[config.mk]
export PLATFORM = sky130hd
export DESIGN_NAME = booth8_mant_mul_seq
export DESIGN_NICKNAME = d
export VERILOG_FILES = /design/src/rtl/booth8_mant_mul_seq.sv
export SDC_FILE = /design/constraint.sdc
export NUM_CORES = 1
export LEC_CHECK = 0
export BUFFER_PORTS_ARGS = -buffer_cell sky130_fd_sc_hd__buf_2
export CORE_MARGIN = 5
export CORE_UTILIZATION = 35
export CTS_CLUSTER_SIZE = 8
export DETAILED_ROUTE_END_ITERATION = 8
export GPL_ROUTABILITY_DRIVEN = 0
export PLACE_DENSITY_LB_ADDON = 0.3
export SLEW_MARGIN = 20
export SYNTH_ARGS = -nofsm -noshare
export SYNTH_HDL_FRONTEND = slang
export SYNTH_SLANG_ARGS = --single-unit
[constraint.sdc]
create_clock -name clk -period 10.4 [get_ports clk]
set_input_delay 2.08 -clock clk [delete_from_list [all_inputs] [get_ports clk]]
set_output_delay 2.08 -clock clk [all_outputs]
set_load 0.01 [all_outputs]
[src/rtl/booth8_mant_mul_seq.sv]
// Sequential radix-8 Booth mantissa multiplier: one Booth digit per cycle through an external PP selector.
// Optional BOOTH_EARLY_EXIT_EN: finish as soon as every remaining multiplier digit is zero.
module booth8_mant_mul_seq #(
  parameter int MW = 24
) (
  input  logic            clk,
  input  logic            rst,
  input  logic            in_valid,
  output logic            in_ready,
  input  logic [MW-1:0]   in_a,
  input  logic [MW-1:0]   in_b,
  output logic [3:0]      pp_sel,
  output logic            pp_neg,
  output logic [MW-1:0]   pp_y,
  output logic [MW+1:0]   pp_y3,
  input  logic [MW+1:0]   pp,
  output logic            out_valid,
  input  logic            out_ready,
  output logic [2*MW-1:0] out_prod
);
  localparam int NG = (MW + 3) / 3;
  localparam int AW = 2 * MW + 4;
  localparam int BW = MW + 4;
  localparam int IW = $clog2(NG + 1);

  typedef enum logic [1:0] {IDLE, PRE, ITER, DONE} state_t;
  state_t state, state_nxt;

  logic [MW-1:0] a_reg;
  logic [BW-1:0] b_reg;
  logic [MW+1:0] y3_reg;
  logic [AW-1:0] acc;
  logic [IW-1:0] idx;
  logic [BW-1:0] b_win;
  logic [3:0]    g;
  logic [2:0]    s;
  logic [2:0]    mag;
  logic          last_digit;
  logic [AW-1:0] addend;

  // Digit value is -4*g3 + s; when g3 is set the magnitude is 4 - s.
  always_comb begin
    b_win  = b_reg >> (3 * int'(idx));
    g      = b_win[3:0];
    s      = {1'b0, g[2], 1'b0} + {2'b00, g[1]} + {2'b00, g[0]};
    mag    = g[3] ? (3'd4 - s) : s;
    pp_neg = (state == ITER) && g[3] && (s != 3'd4);
    pp_sel = 4'b0000;
    if (state == ITER) begin
      case (mag)
        3'd1:    pp_sel = 4'b0001;
        3'd2:    pp_sel = 4'b0010;
        3'd3:    pp_sel = 4'b0100;
        3'd4:    pp_sel = 4'b1000;
        default: pp_sel = 4'b0000;
      endcase
    end
  end

  // Selector returns the one's complement for negative digits; the +1 completes the negation.
  assign addend = {{(AW-MW-2){pp_neg}}, pp} + {{(AW-1){1'b0}}, pp_neg};

`ifdef BOOTH_EARLY_EXIT_EN
  logic [BW-1:0] b_rest;
  always_comb begin
    b_rest     = b_reg >> (3 * int'(idx) + 3);
    last_digit = (int'(idx) == NG - 1) || (b_rest == '0);
  end
`else
  assign last_digit = (int'(idx) == NG - 1);
`endif

  always_ff @(posedge clk or posedge rst) begin
    if (rst) state <= IDLE;
    else     state <= state_nxt;
  end

  always_comb begin
    state_nxt = state;
    in_ready  = 1'b0;
    out_valid = 1'b0;
    case (state)
      IDLE: begin
        in_ready = 1'b1;
        if (in_valid) state_nxt = PRE;
      end
      PRE:  state_nxt = ITER;
      ITER: if (last_digit) state_nxt = DONE;
      DONE: begin
        out_valid = 1'b1;
        if (out_ready) state_nxt = IDLE;
      end
      default: state_nxt = IDLE;
    endcase
  end

  always_ff @(posedge clk or posedge rst) begin
    if (rst) begin
      a_reg  <= '0;
      b_reg  <= '0;
      y3_reg <= '0;
      acc    <= '0;
      idx    <= '0;
    end else begin
      case (state)
        IDLE: if (in_valid) begin
          a_reg <= in_a;
          b_reg <= {3'b000, in_b, 1'b0};
          acc   <= '0;
          idx   <= '0;
        end
        PRE:  y3_reg <= {2'b00, a_reg} + {1'b0, a_reg, 1'b0};
        ITER: begin
          acc <= acc + (addend << (3 * int'(idx)));
          idx <= idx + IW'(1);
        end
        default: ;
      endcase
    end
  end

  // An unsigned product never reaches the guard bits.
  always_ff @(posedge clk) begin
    if (!rst && state == DONE) assert (acc[AW-1:2*MW] == '0);
  end

  assign pp_y     = a_reg;
  assign pp_y3    = y3_reg;
  assign out_prod = acc[2*MW-1:0];

endmodule

Word level (Yosys, flattened, before mapping)
Index checks and enable logic that the tools add are counted.

Flip-flop bits (word level): 132. Input port bits: 78. Output and inout port bits: 105. Logic and storage cells: 48.

$add $sub $neg: 7. Multiply operators: 1. Eq/ne operators: 12. Shift operators: 2. Multiplexer cells: 13. Reduce and logical (&&, ||, !) cells: 7.

Operators with widths (count): $pmux W52 S2 (1); $add A52 B52 Y52 (1); $mux W52 (1); $shl A52 B6 Y52 (1); $shr A25 B32 Y4 (1); $add A27 B2 Y28 (1); $add A24 B25 Y26 (1); $pmux W4 S4 (1); $mux W4 (2); $pmux W2 S4 (1); $pmux W4 S2 (1); $eq A3 B2 Y1 const B (2); $mul A2 B4 Y6 const A (1); $mux W2 (3); $ne A2 B2 Y1 const B (3); $add A4 B1 Y4 const B (1); $eq A2 B2 Y1 const B (2); $eq A4 B4 Y1 const B (1); $reduce_and A2 Y1 (2); $add A2 B1 Y3 (1); $add A3 B1 Y3 (1); $eq A3 B1 Y1 const B (1); $eq A3 B3 Y1 const B (1); $mux W3 (1); 8 further kinds (10).

Longest topological paths before layout
Gate-level depths: netlist of run 1.

Depth in word-level cells: 10. Gate-level depth with buffers: 48. Depth with buffers taken out: 41.

Worst setup path before layout of run 1
No wires, ideal clock.

Kind: reg-to-reg. From: register idx[0]. To: register acc[47]. Library setup time: 125 ps. Arrival time: 9493 ps. Path slack: 782 ps. Cell stages (with the launch flop): 46. Cell sequence: dfrtp_1 inv_1 buf_1 clkbuf_1 buf_1 ha_1 buf_6 clkbuf_1 buf_1 clkbuf_1 mux2i_1 nand2_1 nand2_1 o211ai_1 a31oi_1 nor2_1 ha_1 ha_1 (+10 left out) xnor2_1 mux2_2 o211ai_1 o21ai_0 o21ai_0 o211a_1 ha_1 a21o_1 a21o_1 a21oi_1 nor2_1 nor2_1 o21ai_0 a221oi_1 a21oi_1 a2111o_1 a31o_1 mux2_4.

Cells in the longest elaborated chain, start to end: 10.

Ends and longest elaborated chain: from (decl) (RTL line 33) `logic [IW-1:0] idx;`; from (signal assigned) (RTL line 115) `idx <= idx + IW'(1);`; $mul A2 B4 Y6 * (RTL line 43) `b_win = b_reg >> (3 * int'(idx));`; $shr A25 B32 Y4 * (RTL line 43); $add A2 B1 Y3 (RTL line 45) `s = {1'b0, g[2], 1'b0} + {2'b00, g[1]} + {2'b00, g[0]};`; $add A3 B1 Y3 (RTL line 45); $ne A3 B3 Y1 (RTL line 47) `pp_neg = (state == ITER) && g[3] && (s != 3'd4);`; $logic_and A1 B1 Y1 * (RTL line 47); named net pp_neg (RTL line 13) `output logic pp_neg,`; $add A27 B2 Y28 * (RTL line 61) `assign addend = {{(AW-MW-2){pp_neg}}, pp} + {{(AW-1){1'b0}}, pp_neg};`; $shl A52 B6 Y52 * (RTL line 114) `acc <= acc + (addend << (3 * int'(idx)));`; $add A52 B52 Y52 * (RTL line 114); $pmux W52 S2 * (RTL line 105) `case (state)`; to (signal assigned) (RTL line 114); to (decl) (RTL line 32) `logic [AW-1:0] acc;`.

The timed path passes the listed nets; every way through them passes the cells marked *. A chain may end at the register's enable or synchronous reset.

Worst setup path after layout of run 1
From: register idx[1]. To: register acc[43].

Cells in the longest elaborated chain, start to end: 10.

Ends and longest elaborated chain (RTL line): $mul A2 B4 Y6 * (43, 114); $shr A25 B32 Y4 (43); $add A2 B1 Y3 (45); $add A3 B1 Y3 (45); $ne A3 B3 Y1 (47); $logic_and A1 B1 Y1 (47); $add A27 B2 Y28 (61); $shl A52 B6 Y52 * (114); $add A52 B52 Y52 * (114); $pmux W52 S2 * (105).

Mark *: on every way between the ends. The rest lies on a longest branch, timed or not.

==> impl_metrics.sql, run 1 <==
INSERT INTO impl_metrics (metric_group, metric, value, unit) VALUES
('synthesis', 'synth_compound_gate_area_share', '23.14', '%'),
('finish', 'largest_register_ffs', '48', ''),
('synthesis', 'avgSynthCellArea', '8.516', 'um^2'),
('synthesis', 'postSynthCellCount', '1426', ''),
('synthesis', 'ys_ff_latch', '128', ''),
('placement', 'dpl.cell_count', '2006', ''),
('synthesis', 'synth.mux.area_fraction', '14.69', '%'),
('drt', 'wl_per_cell', '18.42', 'um'),
('synthesis', 'synth_area', '12140', 'um^2'),
('timing', 'finalHoldViolCount', '0', ''),
('finish', 'layout.cells.most_common_list', '182 x sky130_fd_sc_hd__buf_2, 154 x sky130_fd_sc_hd__nand2_1, 127 x sky130_fd_sc_hd__dfrtp_1', ''),
('synthesis', 'async_reset_ff_share', '100.0', '%'),
('cts', 'htreeDepth', '4', ''),
('cts', 'cts.hold.buffers_added', '0', ''),
('setup_path', 'cp_data_arrival_time', '9740', 'ps'),
('setup_path', 'worst_ep_required_time', '10720', 'ps'),
('global_route', 'grt_pass1_vias', '11191', ''),
('status', 'result_of_the_run', 'complete, no violations', ''),
('cts', 'tritoncts', 'done', ''),
('cts', 'clockRootBuffer', 'sky130_fd_sc_hd__clkbuf_16', ''),
('synthesis', 'yosys.area_share.simple', '17.40', '%'),
('floorplan', 'die_y', '196.3', 'um'),
('finish', 'layout_commonest_cell', 'sky130_fd_sc_hd__buf_2', ''),
('floorplan', 'num_io_pins', '183', ''),
('floorplan', 'initial_core_util', '35.33', '%'),
('cts', 'cts_setup_buffers', '0', ''),
('synthesis', 'synth_fa_ha_area_share', '9.561', '%'),
('cts', 'worst_skew_pair.late_latency', '440', 'ps'),
('floorplan', 'fp.dieArea', '38520', 'um^2'),
('setup_path', 'timing.setup.critical_path_class', 'reg2reg', ''),
('finish', 'num-nets-final', '1739', ''),
('synthesis', 'synth_top_cell_by_area', 'sky130_fd_sc_hd__dfrtp_1', ''),
('finish', 'nFillCells', '3535', ''),
('setup_path', 'path_max_fanout', '26', ''),
('drt', 'detail_route.wirelength', '37550', 'um'),
('floorplan', 'fp-row-count', '68', ''),
('synthesis', 'synth_cell_type_count', '84', ''),
('setup_path', 'critical_path.startpoint_type', 'flip-flop', ''),
('synthesis', 'synth-main-ff-cell', 'sky130_fd_sc_hd__dfrtp_1', ''),
('drt', 'drc', '0', ''),
('synthesis', 'synth_top_family_by_area', 'compound AO/OA/AOI/OAI gates', ''),
('timing', 'setup_repair_after_global_routing_missed_its_margin', 'false', ''),
('timing', 'clock.fmax', '106.1', 'MHz'),
('setup_path', 'crit_top_cell', 'sky130_fd_sc_hd__ha_1', ''),
('synthesis', 'synth.top_cells.by_area', 'sky130_fd_sc_hd__dfrtp_1 26%, sky130_fd_sc_hd__ha_1 9.1%, sky130_fd_sc_hd__mux2_2 7.0%', ''),
('drt', 'vias_per_cell', '5.635', ''),
('timing', 'relSlewSlack', '35.56', '%'),
('finish', 'layoutNonFillerInstCount', '2038', ''),
('global_route', 'grt_first_pass_wirelength', '60520', 'um'),
('synthesis', 'ys_warn_count', '0', ''),
('job', 'max_cap_viol_count', '0', ''),
('drt', 'drt_pre_antenna_iters', '5', ''),
('placement', 'io_buffers', '182', ''),
('global_route', 'grt_antenna_before_repair', '4', ''),
('global_route', 'grt_max_degree', '80', ''),
('timing', 'setup_total_negative_slack', '0', 'ps'),
('global_route', 'gr-usage-all-layers', '19.16', '%'),
('synthesis', 'synth_enable_flop_cells', '0', ''),
('placement', 'place_hpwl', '29120', 'um'),
('floorplan', 'floorplan.core_area', '34370', 'um^2'),
('drt', 'route.antenna.remaining_nets', '0', ''),
('finish', 'layout-area-overhead-vs-synth', '15.81', '%'),
('timing', 'final-max-slew-violation-count', '0', ''),
('cts', 'cts.reportedPaths.clkPinSlew', '60', 'ps'),
('finish', 'largest_register', 'acc', ''),
('drt', 'first_iter_violations', '739', ''),
('setup_path', 'path_delay_family', 'adder cells', ''),
('synthesis', 'yosysSeqAreaShare', '26.38', '%'),
('drt', 'via_count', '11484', ''),
('global_route', 'gr-total-overflow', '0', ''),
('timing', 'final_cycle_utilization_of_the_critical_path', '90.61', '%');
==> cells by family (layout without fill, tap and decap cells) <==
family                   Yosys count  after routing
AO/OA/AOI/OAI                    429            429
XOR/XNOR                          68             68
adder cells (fa/ha/maj)           91             91
buffers and inverters            118            275
flip-flops                       128            128
multiplexers                     149            149
AND/OR/NAND/NOR                  443            443
==> routing by layer <==
layer	up-vias	global-route usage, %	part of all wire [%]
met5	-	0	0.14
met4	8	4.732	1.8
met3	54	5.581	7.2
met2	389	31.01	47
met1	5456	25.29	44
li1	5577	-	-
==> cells in the mapped netlist (7+ instances only) <==
cell	instances
sky130_fd_sc_hd__mux4_2	15
sky130_fd_sc_hd__a31oi_1	13
sky130_fd_sc_hd__nor2b_1	17
sky130_fd_sc_hd__buf_2	7
sky130_fd_sc_hd__o22ai_1	10
sky130_fd_sc_hd__nand2_1	155
sky130_fd_sc_hd__mux2_2	75
sky130_fd_sc_hd__dfrtp_1	128
sky130_fd_sc_hd__nand3_1	32
sky130_fd_sc_hd__o21a_1	9
sky130_fd_sc_hd__and2_1	12
sky130_fd_sc_hd__o21bai_1	9
sky130_fd_sc_hd__clkbuf_1	47
sky130_fd_sc_hd__o31ai_1	9
sky130_fd_sc_hd__o211ai_1	18
sky130_fd_sc_hd__buf_1	16
sky130_fd_sc_hd__a22o_1	15
sky130_fd_sc_hd__xnor2_1	46
sky130_fd_sc_hd__a22oi_1	8
sky130_fd_sc_hd__nor3_1	24
sky130_fd_sc_hd__nand4_1	16
sky130_fd_sc_hd__a21oi_1	95
sky130_fd_sc_hd__a211oi_1	15
sky130_fd_sc_hd__o21ai_0	116
sky130_fd_sc_hd__a21o_1	41
sky130_fd_sc_hd__or3_1	10
sky130_fd_sc_hd__mux2i_1	56
sky130_fd_sc_hd__ha_1	88
sky130_fd_sc_hd__inv_1	43
sky130_fd_sc_hd__and3_1	12
sky130_fd_sc_hd__nor2_1	119
sky130_fd_sc_hd__a32o_1	8
sky130_fd_sc_hd__nor4_1	8
sky130_fd_sc_hd__a21boi_0	9
sky130_fd_sc_hd__xor2_1	21
sky130_fd_sc_hd__nand2b_1	14
==> final timing paths <==
path                       cells past startpoint  slack, ps       from         to
hold reg to reg                                1        500  pp_y3[21]  pp_y3[21]
setup reg to reg                              40        980     idx[1]    acc[43]
hold / removal                                 1        500  pp_y3[21]  pp_y3[21]
setup / recovery                              40        980     idx[1]    acc[43]
min in group asynchronous                      2       1790        rst     acc[8]
max in group asynchronous                      3       7480        rst  pp_y3[21]
==> metrics by stage <==
stage | area, um^2 | hold slack (ps) | utilization [%] | setup slack, ps
2_1_floorplan | 12140 | 475.4 | - | 781.8
3_3_place_gp | 13500 | 487.3 | 39.28 | 1277
3_5_place_dp | 13510 | 494.3 | 39.30 | 1141
4_1_cts | 14060 | 508.7 | 40.92 | 1109
5_1_grt | 14060 | 524.6 | 40.92 | 124.9
6_report | 14060 | 503.5 | 40.92 | 977.1
==> final cells by class <==
cell class / count / area, um^2 / share of cell area (%)
Multi-Input combinational cell: 1180 / 8527 / 60.63
Sequential cell: 128 / 3204 / 22.78
Timing Repair Buffer: 198 / 1031 / 7.330
Tap cell: 455 / 569.3 / 4.048
Clock buffer: 20 / 456.7 / 3.247
Inverter: 45 / 176.4 / 1.254
Clock inverter: 12 / 100.1 / 0.7117
==> worst reg2reg max path, delay by kind of cell (launching register included) <==
| family | cells | cell delay, ps |
|---|---|---|
| simple gates | 13 | 2540 |
| fa+ha+maj | 8 | 2540 |
| compound gates | 12 | 2490 |
| buf+inv | 4 | 690 |
| mux | 3 | 650 |
| flops | 1 | 430 |
Power of run 1 is not shown: default switching activity piles up to over one toggle a cycle in this logic, so the estimate is an artifact.
==> run 2: changes to the inputs <==
--- a/config.mk
+++ b/config.mk
@@ -5,6 +5,7 @@
 export SDC_FILE = /design/constraint.sdc
 export NUM_CORES = 1
 export LEC_CHECK = 0
+export ABC_AREA = 1
 export BUFFER_PORTS_ARGS = -buffer_cell sky130_fd_sc_hd__buf_2
 export CORE_MARGIN = 5
 export CORE_UTILIZATION = 35
==> run 2 against run 1 <==
Non-clock buffer count down 2. Hold slack lost 33 ps. Register-to-register slack gained 560 ps.
==> impl_metrics.sql, run 2 <==
INSERT INTO impl_metrics (metric_group, metric, value, unit) VALUES
('status', 'result_of_the_run', 'complete, no violations', ''),
('global_route', 'grt_pass1_vias', '12632', ''),
('finish', 'num-nets-final', '2197', ''),
('job', 'max_cap_viol_count', '0', ''),
('drt', 'drc', '0', ''),
('finish', 'nFillCells', '3748', ''),
('timing', 'clock.fmax', '112.8', 'MHz'),
('setup_path', 'timing.setup.critical_path_class', 'reg2reg', ''),
('cts', 'htreeDepth', '4', ''),
('synthesis', 'synth_top_cell_area_share', '25.80', '%'),
('synthesis', 'yosysSeqAreaShare', '25.80', '%'),
('synthesis', 'mappedNetlistNets', '2047', ''),
('floorplan', 'fp-row-count', '69', ''),
('global_route', 'grt_first_pass_wirelength', '65290', 'um'),
('drt', 'route.antenna.remaining_nets', '0', ''),
('setup_path', 'cpPeakStageDelay', '670', 'ps'),
('finish', 'drive_above_1_share', '16.32', '%'),
('cts', 'tritoncts', 'done', ''),
('drt', 'drt_pre_antenna_iters', '6', ''),
('placement', 'io_buffers', '182', ''),
('finish', 'layout-area-overhead-vs-synth', '15.30', '%'),
('floorplan', 'floorplan.core_area', '35310', 'um^2'),
('cts', 'cts.reportedPaths.clkPinSlew', '70', 'ps'),
('synthesis', 'ys_warn_count', '0', ''),
('setup_path', 'path_max_fanout', '63', ''),
('cts', 'clock_tree.buffer_depth', '2', ''),
('setup_path', 'cp_data_arrival_time', '9190', 'ps'),
('timing', 'timing.final.setup_violations', '0', ''),
('timing', 'final_cycle_utilization_of_the_critical_path', '85.21', '%'),
('synthesis', 'most_common_cell_in_the_synthesized_netlist', 'sky130_fd_sc_hd__nand2_1', ''),
('cts', 'clockRootBuffer', 'sky130_fd_sc_hd__clkbuf_16', ''),
('placement', 'place_hpwl', '32190', 'um'),
('synthesis', 'synth.top_cells.by_area', 'sky130_fd_sc_hd__dfrtp_1 26%, sky130_fd_sc_hd__nand2_1 15%, sky130_fd_sc_hd__ha_1 8.9%', ''),
('synthesis', 'synth-main-ff-cell', 'sky130_fd_sc_hd__dfrtp_1', ''),
('setup_path', 'cp-startpoint', 'idx[0]', ''),
('hold_path', 'worst_hold_path.endpoint', 'pp_y3[1]', ''),
('setup_path', 'max_stage_delay_cell_worst_path', 'sky130_fd_sc_hd__ha_1', ''),
('synthesis', 'async_reset_ff_share', '100.0', '%'),
('setup_path', 'critical_path.startpoint_type', 'flip-flop', ''),
('cts', 'worst_skew_pair.late_latency', '450', 'ps'),
('floorplan', 'num_io_pins', '183', ''),
('cts', 'cts.hold.buffers_added', '0', ''),
('cts', 'cts_setup_buffers', '0', ''),
('global_route', 'grt_antenna_before_repair', '6', ''),
('finish', 'layout.cells.most_common_list', '509 x sky130_fd_sc_hd__nand2_1, 192 x sky130_fd_sc_hd__inv_1, 182 x sky130_fd_sc_hd__buf_2', ''),
('synthesis', 'synth_top_cell_by_area', 'sky130_fd_sc_hd__dfrtp_1', ''),
('timing', 'period_needed', '8862', 'ps'),
('timing', 'worst_pin_slew', '996.8', 'ps'),
('synthesis', 'netlist_top_cells_count', '510 x sky130_fd_sc_hd__nand2_1, 193 x sky130_fd_sc_hd__inv_1, 156 x sky130_fd_sc_hd__nor2_1', ''),
('floorplan', 'die_y', '198.3', 'um'),
('synthesis', 'ys_ff_latch', '128', ''),
('timing', 'setup_total_negative_slack', '0', 'ps'),
('drt', 'first_iter_violations', '1192', ''),
('setup_path', 'crit_top_cell', 'sky130_fd_sc_hd__nand2_1', ''),
('drt', 'detail_route.wirelength', '41060', 'um'),
('global_route', 'grt_max_degree', '72', ''),
('setup_path', 'startpoint_of_the_lowest_slack_register_to_register_path', 'idx[0]', ''),
('setup_path', 'timing.reg2reg.setup_slack', '1540', 'ps'),
('cts', 'cts_sinks', '128', ''),
('finish', 'layout_commonest_cell', 'sky130_fd_sc_hd__nand2_1', ''),
('cts', 'cts_resized', '0', ''),
('hold_path', 'hold_path_class', 'reg2reg', ''),
('timing', 'relSlewSlack', '33.55', '%'),
('timing', 'finalHoldViolCount', '0', ''),
('drt', 'vias_per_cell', '5.334', ''),
('drt', 'via_count', '13356', ''),
('cts', 'cts_buffers', '17', ''),
('setup_path', 'worst_ep_required_time', '10730', 'ps'),
('timing', 'final.setup_skew', '19.99', 'ps'),
('synthesis', 'synth_enable_flop_cells', '0', ''),
('setup_path', 'path_delay_family', 'simple AND/OR/NAND/NOR gates', ''),
('synthesis', 'synth_cell_type_count', '59', ''),
('global_route', 'gr-total-overflow', '0', ''),
('setup_path', 'timing.critical_path.to_type', 'flip-flop', ''),
('timing', 'final-max-slew-violation-count', '0', ''),
('synthesis', 'avgSynthCellArea', '6.610', 'um^2'),
('floorplan', 'fp.dieArea', '39330', 'um^2'),
('floorplan', 'initial_core_util', '35.15', '%'),
('setup_path', 'bufs_and_invs_on_worst_path', '10', ''),
('setup_path', 'register_to_register_path_depth', '54', ''),
('hold_path', 'hold_path_depth', '2', ''),
('timing', 'setup_repair_after_global_routing_missed_its_margin', 'false', ''),
('global_route', 'gr-usage-all-layers', '20.56', '%'),
('hold_path', 'timing.hold.worst.start', 'pp_y3[1]', ''),
('finish', 'largest_register', 'acc', ''),
('synthesis', 'synth_area', '12410', 'um^2'),
('synthesis', 'postSynthCellCount', '1878', ''),
('finish', 'largest_register_ffs', '48', ''),
('floorplan', 'chipWidth', '198.3', 'um'),
('drt', 'wl_per_cell', '16.40', 'um'),
('setup_path', 'critical_path.reg2reg.endpoint', 'acc[29]', '');
run 2: cell types whose count changed in the layout (fill, tap and decap cells not counted), moves of 33 or more:
cell / before / now
sky130_fd_sc_hd__xnor2_1: 45 / 3
sky130_fd_sc_hd__mux2_2: 75 / 39
sky130_fd_sc_hd__nand2_1: 154 / 509
sky130_fd_sc_hd__inv_1: 42 / 192
sky130_fd_sc_hd__nor2_1: 119 / 155
sky130_fd_sc_hd__nand3_1: 32 / 132
sky130_fd_sc_hd__mux2i_1: 56 / 9
sky130_fd_sc_hd__a21o_1: 41 / 8
run 2: kinds of logic after synthesis:
kind of cell | synth area share (%)
buffers and inverters | 8.578
multiplexers | 4.264
adder cells (fa/ha/maj) | 9.354
flip-flops | 25.80
AO/OA/AOI/OAI | 19.15
AND/OR/NAND/NOR | 31.58
XOR/XNOR | 1.270
run 2: how the worst max path moves through the flow:
stage,endpoint,slack (ps),cells after the start
detailed placement,acc[46],1630,52
finish,acc[29],1540,54
CTS,acc[46],1590,52
global placement,acc[29],1820,54
floorplan,acc[46],2810,56
global route,acc[29],610,54
run 2: worst reg2reg max path, delay by kind of cell, from the launching register on:
kind / cells / cell delay, ps
adder cells (fa/ha/maj): 8 / 2270
multiplexers: 1 / 230
AO/OA/AOI/OAI: 11 / 1630
flip-flops: 1 / 360
AND/OR/NAND/NOR: 23 / 2810
buffers and inverters: 10 / 1300
XOR/XNOR: 1 / 160
run 2: metrics by stage:
stage	area, um^2	util (%)	instances	hold slack, ps	worst slack (ps)
finish	14310	40.53	2504	470.4	1538
global route	14310	40.53	2503	503.0	612.4
CTS	14280	40.44	2501	476.3	1585
detailed placement	13720	38.85	2469	458.9	1630
global placement	13720	38.85	2469	462.7	1815
floorplan	12410	-	1878	485.8	2813
run 2: final cells by class:
class / count / area, um^2 / area share, %
repair buffers: 196 / 1036 / 7.238
diodes: 2 / 5.005 / 0.03497
inverters: 205 / 774.5 / 5.411
flip-flops and latches: 128 / 3204 / 22.39
multi-input cells: 1480 / 8154 / 56.97
clock inverters: 14 / 122.6 / 0.8567
clock buffers: 18 / 439.2 / 3.068
well taps: 461 / 576.8 / 4.030
run 2: per-layer routing:
| metal | vias to the layer above | routed length [um] | GRT usage, % |
|---|---|---|---|
| met3 | 83 | 3329 | 5.496 |
| met5 | - | 55 | 0 |
| met2 | 487 | 19310 | 34.53 |
| met1 | 6150 | 17030 | 25.45 |
| li1 | 6628 | - | - |
| met4 | 8 | 1338 | 7.371 |
Power of run 2 is left out for the same reason.
